<file path="config.mk">
export PLATFORM = sky130hd
export DESIGN_NAME = nonce_sweep_ctrl
export DESIGN_NICKNAME = d
export VERILOG_FILES = /design/src/rtl/nonce_sweep_ctrl.sv
export SDC_FILE = /design/constraint.sdc
export NUM_CORES = 1
export LEC_CHECK = 0
export BUFFER_PORTS_ARGS = -buffer_cell sky130_fd_sc_hd__buf_2
export CAP_MARGIN = 20
export CORE_MARGIN = 5
export CORE_UTILIZATION = 40
export CTS_CLUSTER_DIAMETER = 50
export DETAILED_ROUTE_END_ITERATION = 10
export PLACE_DENSITY = 0.72
export SLEW_MARGIN = 10
export SYNTH_ARGS = -nofsm -noshare
export SYNTH_HDL_FRONTEND = slang
export SYNTH_SLANG_ARGS = --single-unit
</file>
<file path="constraint.sdc">
create_clock -name clk -period 3.63 [get_ports clk]
set_input_delay 0.726 -clock clk [delete_from_list [all_inputs] [get_ports clk]]
set_output_delay 0.726 -clock clk [all_outputs]
set_load 0.02 [all_outputs]
</file>
<file path="src/rtl/nonce_sweep_ctrl.sv">
// rtl/nonce_sweep_ctrl.sv - nonce sweep controller around a SHA-256 core
// Optional: define NONCE_STATS_EN to add the saturating attempts counter output.
module nonce_sweep_ctrl #(
  parameter int NONCE_WORD = 19,
  parameter int HASH_WORDS = 8
) (
  input  logic        clk,
  input  logic        reset_n,
  input  logic        start,
  input  logic [31:0] nonce_start,
  input  logic [31:0] nonce_end,
  input  logic [8:0]  difficulty,
  input  logic [15:0] message_addr,
  input  logic [15:0] output_addr,
  output logic        done,
  output logic        found,
  output logic [31:0] result_nonce,
`ifdef NONCE_STATS_EN
  output logic [31:0] attempts,
`endif
  output logic        sha_start,
  input  logic        sha_done,
  output logic        mem_sel,
  output logic        mem_clk,
  output logic        mem_we,
  output logic [15:0] mem_addr,
  output logic [31:0] mem_write_data,
  input  logic [31:0] mem_read_data
);

  typedef enum logic [2:0] {
    S_IDLE, S_WR_NONCE, S_KICK, S_WAIT_BUSY, S_WAIT_DONE, S_RD_HASH, S_CHECK
  } state_t;

  localparam logic [15:0] NONCE_OFS = 16'(NONCE_WORD);
  localparam logic [3:0]  RD_LAST   = 4'(HASH_WORDS);

  state_t      state, state_nxt;
  logic [31:0] nonce, nonce_end_q;
  logic [15:0] msg_addr_q, out_addr_q;
  logic [8:0]  diff_q;
  logic [3:0]  rd_cnt;
  logic        hash_fail;

  // Bits of word k (h0 = k 0, MSB first) that must be zero for difficulty d.
  function automatic logic [31:0] word_mask(input logic [8:0] d, input logic [3:0] k);
    logic [9:0] base;
    logic [9:0] rem;
    base = {1'b0, k, 5'b0};
    rem  = '0;
    if ({1'b0, d} <= base) begin
      word_mask = '0;
    end else begin
      rem = {1'b0, d} - base;
      if (rem >= 10'd32) word_mask = '1;
      else               word_mask = ~(32'hFFFF_FFFF >> rem[4:0]);
    end
  endfunction

  assign mem_clk = clk;

  always_ff @(posedge clk or negedge reset_n) begin
    if (!reset_n) state <= S_IDLE;
    else          state <= state_nxt;
  end

  always_comb begin
    state_nxt      = state;
    done           = 1'b0;
    sha_start      = 1'b0;
    mem_sel        = 1'b0;
    mem_we         = 1'b0;
    mem_addr       = '0;
    mem_write_data = '0;
    case (state)
      S_IDLE: begin
        done = 1'b1;
        if (start) state_nxt = S_WR_NONCE;
      end
      S_WR_NONCE: begin
        mem_sel        = 1'b1;
        mem_we         = 1'b1;
        mem_addr       = msg_addr_q + NONCE_OFS;
        mem_write_data = nonce;
        state_nxt      = S_KICK;
      end
      S_KICK: begin
        sha_start = 1'b1;
        state_nxt = S_WAIT_BUSY;
      end
      S_WAIT_BUSY: if (!sha_done) state_nxt = S_WAIT_DONE;
      S_WAIT_DONE: if (sha_done)  state_nxt = S_RD_HASH;
      S_RD_HASH: begin
        mem_sel  = 1'b1;
        mem_addr = out_addr_q + {12'b0, rd_cnt};
        if (rd_cnt == RD_LAST) state_nxt = S_CHECK;
      end
      S_CHECK: begin
        if (!hash_fail || nonce == nonce_end_q) state_nxt = S_IDLE;
        else                                    state_nxt = S_WR_NONCE;
      end
      default: state_nxt = S_IDLE;
    endcase
  end

  always_ff @(posedge clk or negedge reset_n) begin
    if (!reset_n) begin
      nonce        <= '0;
      nonce_end_q  <= '0;
      msg_addr_q   <= '0;
      out_addr_q   <= '0;
      diff_q       <= '0;
      rd_cnt       <= '0;
      hash_fail    <= 1'b0;
      found        <= 1'b0;
      result_nonce <= '0;
    end else begin
      case (state)
        S_IDLE: if (start) begin
          nonce       <= nonce_start;
          nonce_end_q <= nonce_end;
          msg_addr_q  <= message_addr;
          out_addr_q  <= output_addr;
          diff_q      <= (difficulty > 9'd256) ? 9'd256 : difficulty;
          found       <= 1'b0;
        end
        S_WR_NONCE: begin
          rd_cnt    <= '0;
          hash_fail <= 1'b0;
        end
        S_RD_HASH: begin
          rd_cnt <= rd_cnt + 4'd1;
          // Data lags the address by one cycle, so count 1 carries word 0.
          if (rd_cnt != 4'd0)
            hash_fail <= hash_fail | (|(mem_read_data & word_mask(diff_q, rd_cnt - 4'd1)));
        end
        S_CHECK: begin
          if (!hash_fail) begin
            found        <= 1'b1;
            result_nonce <= nonce;
          end else if (nonce == nonce_end_q) begin
            found        <= 1'b0;
            result_nonce <= nonce;
          end else begin
            nonce <= nonce + 32'd1;
          end
        end
        default: ;
      endcase
    end
  end

`ifdef NONCE_STATS_EN
  always_ff @(posedge clk or negedge reset_n) begin
    if (!reset_n)                                     attempts <= '0;
    else if (state == S_IDLE && start)                attempts <= '0;
    else if (state == S_CHECK && attempts != '1)      attempts <= attempts + 32'd1;
  end
`endif

endmodule

</file>
==> impl_metrics.toml, run 1 <==
[place]
dpl.hpwl_mm = 20.64
io_buffers = 226
place_congestion = 0.9049
dpl.cell_count = 1454
placed_area_um2 = 9859

[critical_path]
startpoint = "out_addr_q[0]$_DFFE_PN0P_"
crit_arrival_ns = 2.73
r2r_cells = 11
critPathRequiredTime_ns = 2.90
r2r-end = "hash_fail$_DFFE_PN0P_"
end_kind = "output port"
worstSetupPathType = "flop to output port"
cp-endpoint = "mem_addr[10]"
cp_max_fo = 4
regToRegStartpoint = "rd_cnt[0]$_DFFE_PN0P_"
critPathLaunchType = "flop"
ff2ff_setup_slack_ns = 0.78

[detailed_routing]
wire_per_inst_um = 18.94
routed_wl_mm = 28.24
dr.pass1.iters = 6
vias = 8189
drcViolationCount = 0
viasPerCell = 5.492
drtAntennaViolNets = 0
drt_iter0_markers = 648

[floorplan]
ios = 227
initial_core_util_pct = 40.56
fp.dieW_um = 156.0
dieArea_um2 = 24330
core_region_area_um2 = 21020
dieHeight_um = 156.0
row_count = 53

[cells_and_area]
utilization_pct = 50.46
areaGrowthSynthToFinish_pct = 24.41
final_area_um2 = 10610
nFillCells = 2016
nNetsFinal = 1357
layoutNonFillerInstCount = 1491
drive_gt1_share_pct = 26.67

[grt]
grt_overflow = 0
grt.busiest_layer = "met2"
grt_usage_pct = 22.73
grt_pass1_vias = 7923
grt_first_pass_wirelength_mm = 43.21
grt_max_degree = 75
grt_use_met3_pct = 4.383
antenna_found_initial = 1
use_met1_pct = 31.72
use_met2_pct = 34.88

[sta]
post-route-min-period_ns = 3.453
whs_ns = 0.1962
tightest_slew_ns = 0.9434
finalSetupViolCount = 0
maxSlewHeadroom_pct = 36.88
max_freq_mhz = 289.6
final.period_utilization_pct = 95.12
fin_skew_ns = 0.009750
finalMaxSlewViolations = 0
hold_viol_final = 0
totalNegativeSetupSlack_ns = 0
rsz0062_at_grt = "no"

[synth]
syn_inst = 1005
dominantRegCellSynth = "dfrtp_1"
ys_types = 69
yosysWarnings = 0
postSynthAreaPerCell_um2 = 8.483
synth_seq_cells = 146
synth-edff-count = 0
async_reset_ff_share_pct = 100.0
synth_nets = 1160
synth_seq_area_share_pct = 42.85
netlist_area_um2 = 8526

[worst_hold_path]
worstHoldPathType = "input port to async pin"

[pwr]
ir_drop_v = 0.0004276
p_leak_uw = 0.005140
power_density_nw_per_um2 = 912.5

[clock_network]
path_clk_slew_ns = 0.06
cts_hold_buf = 0
clkLatencyLatePin_ns = 0.54
cts_tree = "yes"

[outcome]
outcome = "completed"

[job]
drv_cap = 0
==> layout by cell type (no fill, tap or decap), types with 7 or more instances in the layout <==
cell       Yosys  routed
a21oi_1       30      28
o21ai_0       76      75
clkbuf_16      0      20
mux2_2        20      20
buf_4          2      22
buf_2          8     223
nand4_1       21      21
and3_1        32      32
inv_1         32      32
nand3b_1       9       9
xor2_1         9       9
nor2_1        38      37
a22o_1         7       7
nand3_1       18      18
ha_1          12      11
dfrtp_1      146     145
nor4_1         9       9
o2bb2ai_1      9       9
a211oi_1      10       7
xnor2_1       53      53
o22ai_1       20      20
nor3_1        27      27
nand2_1      255     254
==> worst min-delay path by stage <==
stage | startpoint | end
floorplan | reset_n | diff_q[0]$_DFFE_PN0P_
global placement | diff_q[8]$_DFFE_PN0P_ | diff_q[8]$_DFFE_PN0P_
detailed placement | diff_q[8]$_DFFE_PN0P_ | diff_q[8]$_DFFE_PN0P_
CTS | reset_n | msg_addr_q[7]$_DFFE_PN0P_
global route | reset_n | msg_addr_q[7]$_DFFE_PN0P_
finish | reset_n | msg_addr_q[7]$_DFFE_PN0P_
==> cell families (layout without fill, tap and decap cells) <==
group / after synthesis / after routing / share of synthesized area (%)
and+or+nand+nor: 444 / 444 / 24.08
buffers and inverters: 104 / 314 / 5.136
xor gates and xnor gates: 62 / 62 / 6.369
other: 0 / 1 / 0
muxes: 25 / 25 / 3.243
AOI/OAI and AO/OA: 209 / 209 / 15.97
DFF: 146 / 146 / 42.85
adders and majority gates: 15 / 15 / 2.348
==> through the flow <==
step	power, µW	setup WS [ns]
after floorplan	6028	0.5745
after global placement	7474	0.4269
final	9678	0.1771
after global routing	10290	0.05165
after CTS	9692	0.009734
after detailed placement	7593	0.3630
==> critical path: stages (launching register included) <==
cell and delay [ns]:
dfrtp_1 0.38, ha_2 0.20, inv_1 0.05, fa_2 0.35, nor2b_1 0.13, o21ai_1 0.11
a21oi_2 0.26, nand4_1 0.15, xor2_1 0.18, a211oi_2 0.21, buf_4 0.18
==> per-layer routing <==
metal,part of all wire (%),vias up
met5,0,-
met3,6.9,56
li1,-,3903
met2,46,318
met1,45,3912
met4,2.9,0
==> flip-flops by register name, summed over array words and instances, names as in the netlist <==
| signal | count |
|---|---|
| result_nonce | 32 |
| found | 1 |
| msg_addr_q | 16 |
| state | 3 |
| out_addr_q | 16 |
| nonce | 32 |
| diff_q | 9 |
| nonce_end_q | 32 |
| hash_fail | 1 |
| rd_cnt | 4 |
==> report_power, final <==
| part | total [µW] | internal, µW | switching (µW) |
|---|---|---|---|
| Combinational | 4350 | 1700 | 2650 |
| Clock | 2070 | 1320 | 751 |
| Sequential | 3260 | 2380 | 883 |
==> area by class of cell <==
type / instances / area [µm²] / share of cell area [%]
multi-input combinational: 755 / 4469 / 42.14
sequential: 146 / 3655 / 34.46
timing repair buffer: 246 / 1308 / 12.33
clock buffer: 23 / 523.0 / 4.931
tap: 275 / 344.1 / 3.244
clock inverter: 13 / 185.2 / 1.746
inverter: 32 / 120.1 / 1.132
antenna: 1 / 2.502 / 0.02359
==> cell usage after synthesis, types with 12 or more instances <==
cell	n	area [µm²]
dfrtp_1	146	3654
nor2_1	38	142.6
nand3_1	18	90.09
clkbuf_1	55	206.5
o22ai_1	20	125.1
a21oi_1	30	150.1
ha_1	12	150.1
nor3_1	27	135.1
nand4_1	21	131.4
mux2_2	20	225.2
nand2_1	255	957.2
inv_1	32	120.1
and3_1	32	200.2
xnor2_1	53	464.2
o21ai_0	76	380.4
==> repair_timing <==
| item | in CTS | in global routing |
|---|---|---|
| pin swaps | 1 | 3 |
| setup buffers | 0 | 1 |
| resized for setup | 6 | 5 |
| setup endpoints to repair | 5 | 5 |
Power figures use the tool's default switching activity.
==> run 2: changes to the inputs <==
- ABC_AREA: default -> 1
==> run 2 against run 1 <==
Combinational power is 3% higher. Routed wire length is 7.3% lower. Maximum frequency is 0.53% lower. Cell count is 15% higher. First-iteration DRC count is 22% lower. Largest cell class unchanged. Largest power group unchanged. Highest routed layer unchanged.
==> impl_metrics.toml, run 2 <==
[detailed_routing]
drtAntennaViolNets = 0
drt_iter0_markers = 504
routed_wl_mm = 26.18
vias = 8476
wire_per_inst_um = 15.32
dr.pass1.iters = 5
viasPerCell = 4.963
drcViolationCount = 0

[outcome]
outcome = "completed"

[sta]
worst_slack_ns = 0.1588
final.period_utilization_pct = 95.63
finalSetupViolCount = 0
fin_skew_ns = 0.01020
finalMaxSlewViolations = 0
totalNegativeSetupSlack_ns = 0
max_freq_mhz = 288.1
post-route-min-period_ns = 3.471
maxSlewHeadroom_pct = 42.75
tightest_slew_ns = 0.8575
hold_viol_final = 0

[cells_and_area]
drive_gt1_share_pct = 23.39
antenna_cells = 0
nNetsFinal = 1570
areaGrowthSynthToFinish_pct = 23.85
utilization_pct = 49.97
final_common_cell = "nand2_1"
top_regs = "nonce (32), nonce_end_q (32), result_nonce (32)"
layoutNonFillerInstCount = 1708
final_cell_mix = "404 x nand2_1, 224 x buf_2, 146 x dfrtp_1"

[critical_path]
critPathRequiredTime_ns = 2.90
critPathLaunchType = "flop"
end_kind = "output port"
cp_max_fo = 4
regToRegStartpoint = "rd_cnt[0]$_DFFE_PN0P_"
startpoint = "rd_cnt[0]$_DFFE_PN0P_"
crit_arrival_ns = 2.75
worstSetupPathType = "flop to output port"

[pwr]
p_total_uw = 9583
p_leak_uw = 0.005573
power_density_nw_per_um2 = 887.0
ir_drop_v = 0.0003294

[synth]
dominantRegCellSynth = "dfrtp_1"
synth_nets = 1353
synth_top_cell_area_share_pct = 41.88
ys_types = 47
async_reset_ff_share_pct = 100.0
yosysWarnings = 0
postSynthAreaPerCell_um2 = 7.282
synth_seq_area_share_pct = 41.88
syn_inst = 1198
synth.most_common_cell = "nand2_1"
synth_common_cells = "408 x nand2_1, 146 x dfrtp_1, 110 x nor2_1"
yosysTopAreaCell = "dfrtp_1"
synth_seq_cells = 146
netlist_area_um2 = 8723
synth-edff-count = 0
ys_top_cells_by_area = "dfrtp_1 42%, nand2_1 18%, nor2_1 4.7%"

[floorplan]
core_region_area_um2 = 21620
initial_core_util_pct = 40.35
dieHeight_um = 157.7
dieArea_um2 = 24860
ios = 227
row_count = 54
fp.dieW_um = 157.7

[grt]
grt_usage_pct = 20.91
grt_max_degree = 77
grt_pass1_vias = 8264
grt_overflow = 0
antenna_found_initial = 0
grt_first_pass_wirelength_mm = 41.49

[clock_network]
path_clk_slew_ns = 0.07
clkLatencyLatePin_ns = 0.53
cts_hold_buf = 0
cts_tree = "yes"

[place]
place_congestion = 0.8858
pre_cts_slack_ns = 0.5439
io_buffers = 226
dpl.hpwl_mm = 19.48
dpl.cell_count = 1669

[worst_hold_path]
worstHoldPathType = "input port to async pin"

[job]
drv_cap = 0
## run 2: area by class of cell
type | instances | area (µm²)
clock buffers | 23 | 513.0
clock inverters | 13 | 173.9
fillers | 2145 | 10820
inverters | 120 | 455.4
multi-input cells | 888 | 4400
flip-flops and latches | 146 | 3654
well taps | 280 | 350.3
repair buffers | 238 | 1257
## run 2: path summary, 6_finish.rpt
path | to | cells after the start | slack (ns)
setup reg to reg | hash_fail$_DFFE_PN0P_ | 15 | 0.77
hold / removal | out_addr_q[8]$_DFFE_PN0P_ | 1 | 0.21
min in group clk | out_addr_q[12]$_DFFE_PN0P_ | 3 | 0.38
max in group asynchronous | result_nonce[9]$_DFFE_PN0P_ | 2 | 2.56
hold reg to reg | result_nonce[15]$_DFFE_PN0P_ | 2 | 0.48
setup / recovery | mem_addr[14] | 17 | 0.16
## run 2: cells by family after synthesis
| group | Yosys count | share of synthesized area (%) |
|---|---|---|
| and+or+nand+nor | 631 | 30.42 |
| AOI/OAI and AO/OA | 196 | 12.54 |
| buffers and inverters | 164 | 8.262 |
| DFF | 146 | 41.88 |
| xor gates and xnor gates | 47 | 4.719 |
| adders and majority gates | 14 | 2.180 |
## run 2: per-stage QoR
stage	instance area, µm²	hold slack, ns
after floorplan	8723	0.4304
after global placement	10040	0.4622
after detailed placement	10040	0.4697
after CTS	10740	0.2516
after global routing	10800	0.2608
final	10800	0.2132
## run 2: timing repair
action	in CTS	in global routing
setup buffers	1	3
setup endpoints to repair	1	4
gates resized for setup	3	12
endpoints found under the hold margin	0	0
pin swaps	3	7
## run 2: report_power, final
group	total [µW]	leakage [µW]	switching, µW	internal [µW]
sequential	3070	0.00182	694	2370
combinational	4490	0.00342	2910	1580
clock	2020	0.000332	777	1240
total	9580	0.00557	4380	5200
## run 2: per-layer routing
| metal | up-vias | GRT usage, % | share of wire, % |
|---|---|---|---|
| li1 | 4275 | - | - |
| met1 | 3936 | 28.60 | 46 |
| met2 | 240 | 34.52 | 48 |
| met3 | 25 | 3.909 | 5.4 |
| met4 | 0 | 4.957 | 1.4 |
| met5 | - | 0 | 0 |
## run 2: worst max-delay path, stage by stage, from the launching register on
cell	delay [ns]
dfrtp_1	0.35
ha_2	0.20
inv_2	0.04
fa_2	0.39
inv_2	0.06
nand3_2	0.05
nand2_2	0.06
nand2_1	0.07
nor2_2	0.13
nand2_2	0.09
nor2_4	0.12
nand3_2	0.07
inv_2	0.09
nand2_2	0.06
o21ai_2	0.12
nand2_1	0.07
o21ai_1	0.08
buf_4	0.16
==> run 3: changes to the inputs <==
- PLACE_DENSITY: 0.72 -> default
==> run 3 against run 2 <==
Routed wire length decreased by 0.44%. Sequential share of layout area rose by 0.18 points. Count of clock-buffer cells in the layout rose by 1. Combinational power down 1%. Utilization is 0.26 points lower. Critical endpoint unchanged. Cell count rose by 0.12%. Register-to-register slack worse by 0.03 ns. Clock skew down 0.00051 ns. Global-route usage is 0.11 points lower.
==> impl_metrics.toml, run 3 (synthesized netlist as in run 2, its figures left out) <==
[pwr]
p_sw_share_pct = 45.79
pwr-share-seq_pct = 32.5
ir_drop_v = 0.0003116
internal_power_uw = 5116
comb_power_share_pct = 47.0
p_leak_uw = 0.005551
power_frac_clock_pct = 20.6
power_density_nw_per_um2 = 878.0
p_total_uw = 9437
power.switching_uw = 4321

[floorplan]
fp.dieW_um = 157.7
core_region_area_um2 = 21620
dieArea_um2 = 24860
row_count = 54
dieHeight_um = 157.7
initial_core_util_pct = 40.35
ios = 227

[sta]
rsz0062_at_grt = "yes"
max_freq_mhz = 291.5
maxSlewHeadroom_pct = 40.82
post-route-min-period_ns = 3.430
hold_viol_final = 0
finalMaxSlewViolations = 0
fin_skew_ns = 0.009689
worst_slack_ns = 0.1999
finalSetupViolCount = 0
tightest_slew_ns = 0.8864
final.period_utilization_pct = 94.49
whs_ns = 0.1118

[place]
place_congestion = 0.8826
placed_area_um2 = 10040
pre_cts_slack_ns = 0.5145
dpl.hpwl_mm = 19.43
io_buffers = 226

[outcome]
outcome = "completed"

[clock_network]
cts_tree = "yes"
clkLatencyLatePin_ns = 0.54
path_clk_slew_ns = 0.06

[grt]
grt_usage_pct = 20.80
grt_pass1_vias = 8159
antenna_found_initial = 3
grt_max_degree = 67
grt_first_pass_wirelength_mm = 41.19
grt_overflow = 0

[detailed_routing]
viasPerCell = 4.891
dr.pass1.iters = 5
vias = 8363
drtAntennaViolNets = 0
drt_iter0_markers = 522
wire_per_inst_um = 15.24
routed_wl_mm = 26.06
drcViolationCount = 0

[critical_path]
path_buf_inv = 4
worstSetupPathType = "flop to output port"
ff2ff_setup_slack_ns = 0.74
critPathRequiredTime_ns = 2.90
cp_slowest_cell = "dfrtp_1"
cpPeakStageDelay_ns = 0.36
crit_family = "simple AND/OR/NAND/NOR gates"
worstPathCellList = "ha_2 -> inv_1 -> fa_2 -> inv_1 -> nand3_1 -> nand2_1 -> nand2_2 -> nor2_2 -> nand2_1 -> nor2_2 -> nand3_1 -> inv_2 -> nand2_1 -> o21ai_1 -> nand2_1 -> o21ai_1 -> buf_4"
crit_arrival_ns = 2.70
cp_common_cell = "nand2_1"
r2r-end = "hash_fail$_DFFE_PN0P_"
end_kind = "output port"
r2r_cells = 15
regToRegStartpoint = "rd_cnt[0]$_DFFE_PN0P_"
cp_max_fo = 3
critPathLaunchType = "flop"

[cells_and_area]
areaGrowthSynthToFinish_pct = 23.21
top_regs = "nonce (32), nonce_end_q (32), result_nonce (32)"
final_cell_mix = "406 x nand2_1, 224 x buf_2, 146 x dfrtp_1"
final_common_cell = "nand2_1"
nNetsFinal = 1570
final_area_um2 = 10750
drive_gt1_share_pct = 22.90

[worst_hold_path]
worstHoldPathType = "input port to async pin"

[job]
drv_cap = 0
==> run 3: cell count changes in the layout (fill, tap and decap cells not counted), moves of 2 or more <==
cell        change
inv_1           +2
inv_2           -2
diode_2         +2
clkinv_4        +2
nand3_1         +2
clkinvlp_4      +2
inv_6           -4
nand2_2         -2
nand3_2         -2
nand2_1         +2
==> run 3: worst max path at each step <==
stage                                    from            to  cells after the start
floorplan               rd_cnt[0]$_DFFE_PN0P_  mem_addr[12]                     14
global placement        rd_cnt[0]$_DFFE_PN0P_  mem_addr[14]                     17
detailed placement      rd_cnt[0]$_DFFE_PN0P_  mem_addr[14]                     17
CTS                 out_addr_q[0]$_DFFE_PN0P_  mem_addr[14]                     17
global route            rd_cnt[0]$_DFFE_PN0P_  mem_addr[14]                     17
finish                  rd_cnt[0]$_DFFE_PN0P_  mem_addr[14]                     17
==> run 3: repair_timing <==
| action | CTS | global route |
|---|---|---|
| endpoints found under the setup margin | 1 | 5 |
| resized for setup | 1 | 6 |
| pin swaps | 1 | 2 |
| setup buffers | 2 | 1 |
| hold buffers | 0 | 0 |
==> run 3: metal layers <==
layer  routed length [µm]  vias to the layer above  track usage, %
met5                   12                        -               0
met4                  397                        2           6.678
met3                 1663                       28           4.183
met2                11770                      223           32.71
met1                12220                     3834           28.92
li1                     -                     4276               -
==> run 3: per-stage QoR <==
stage                     util (%)  cells  setup TNS [ns]
final                        49.71   1710               0
after global routing         49.71   1710        -0.01725
after CTS                    49.55   1707               0
after detailed placement     46.43   1670               0
after global placement       46.43   1670               0
after floorplan                  -   1198               0
==> run 3: final cells by class <==
class,count,area [µm²]
fill,2265,10870
multi-input combinational,888,4377
sequential,146,3654
timing repair buffer,238,1245
clock buffer,24,526.8
inverter,120,455.4
tap,280,350.3
clock inverter,12,135.1
antenna,2,5.005
==> run 3: power groups by stage <==
| stage | clock network (µW) | registers (µW) | logic [µW] |
|---|---|---|---|
| global placement | 25.7 | 3070 | 4380 |
| global route | 2070 | 3180 | 5010 |
| floorplan | 32.2 | 3070 | 3170 |
| finish | 1940 | 3060 | 4430 |
| CTS | 1990 | 3060 | 4460 |
| detailed placement | 25.7 | 3080 | 4430 |
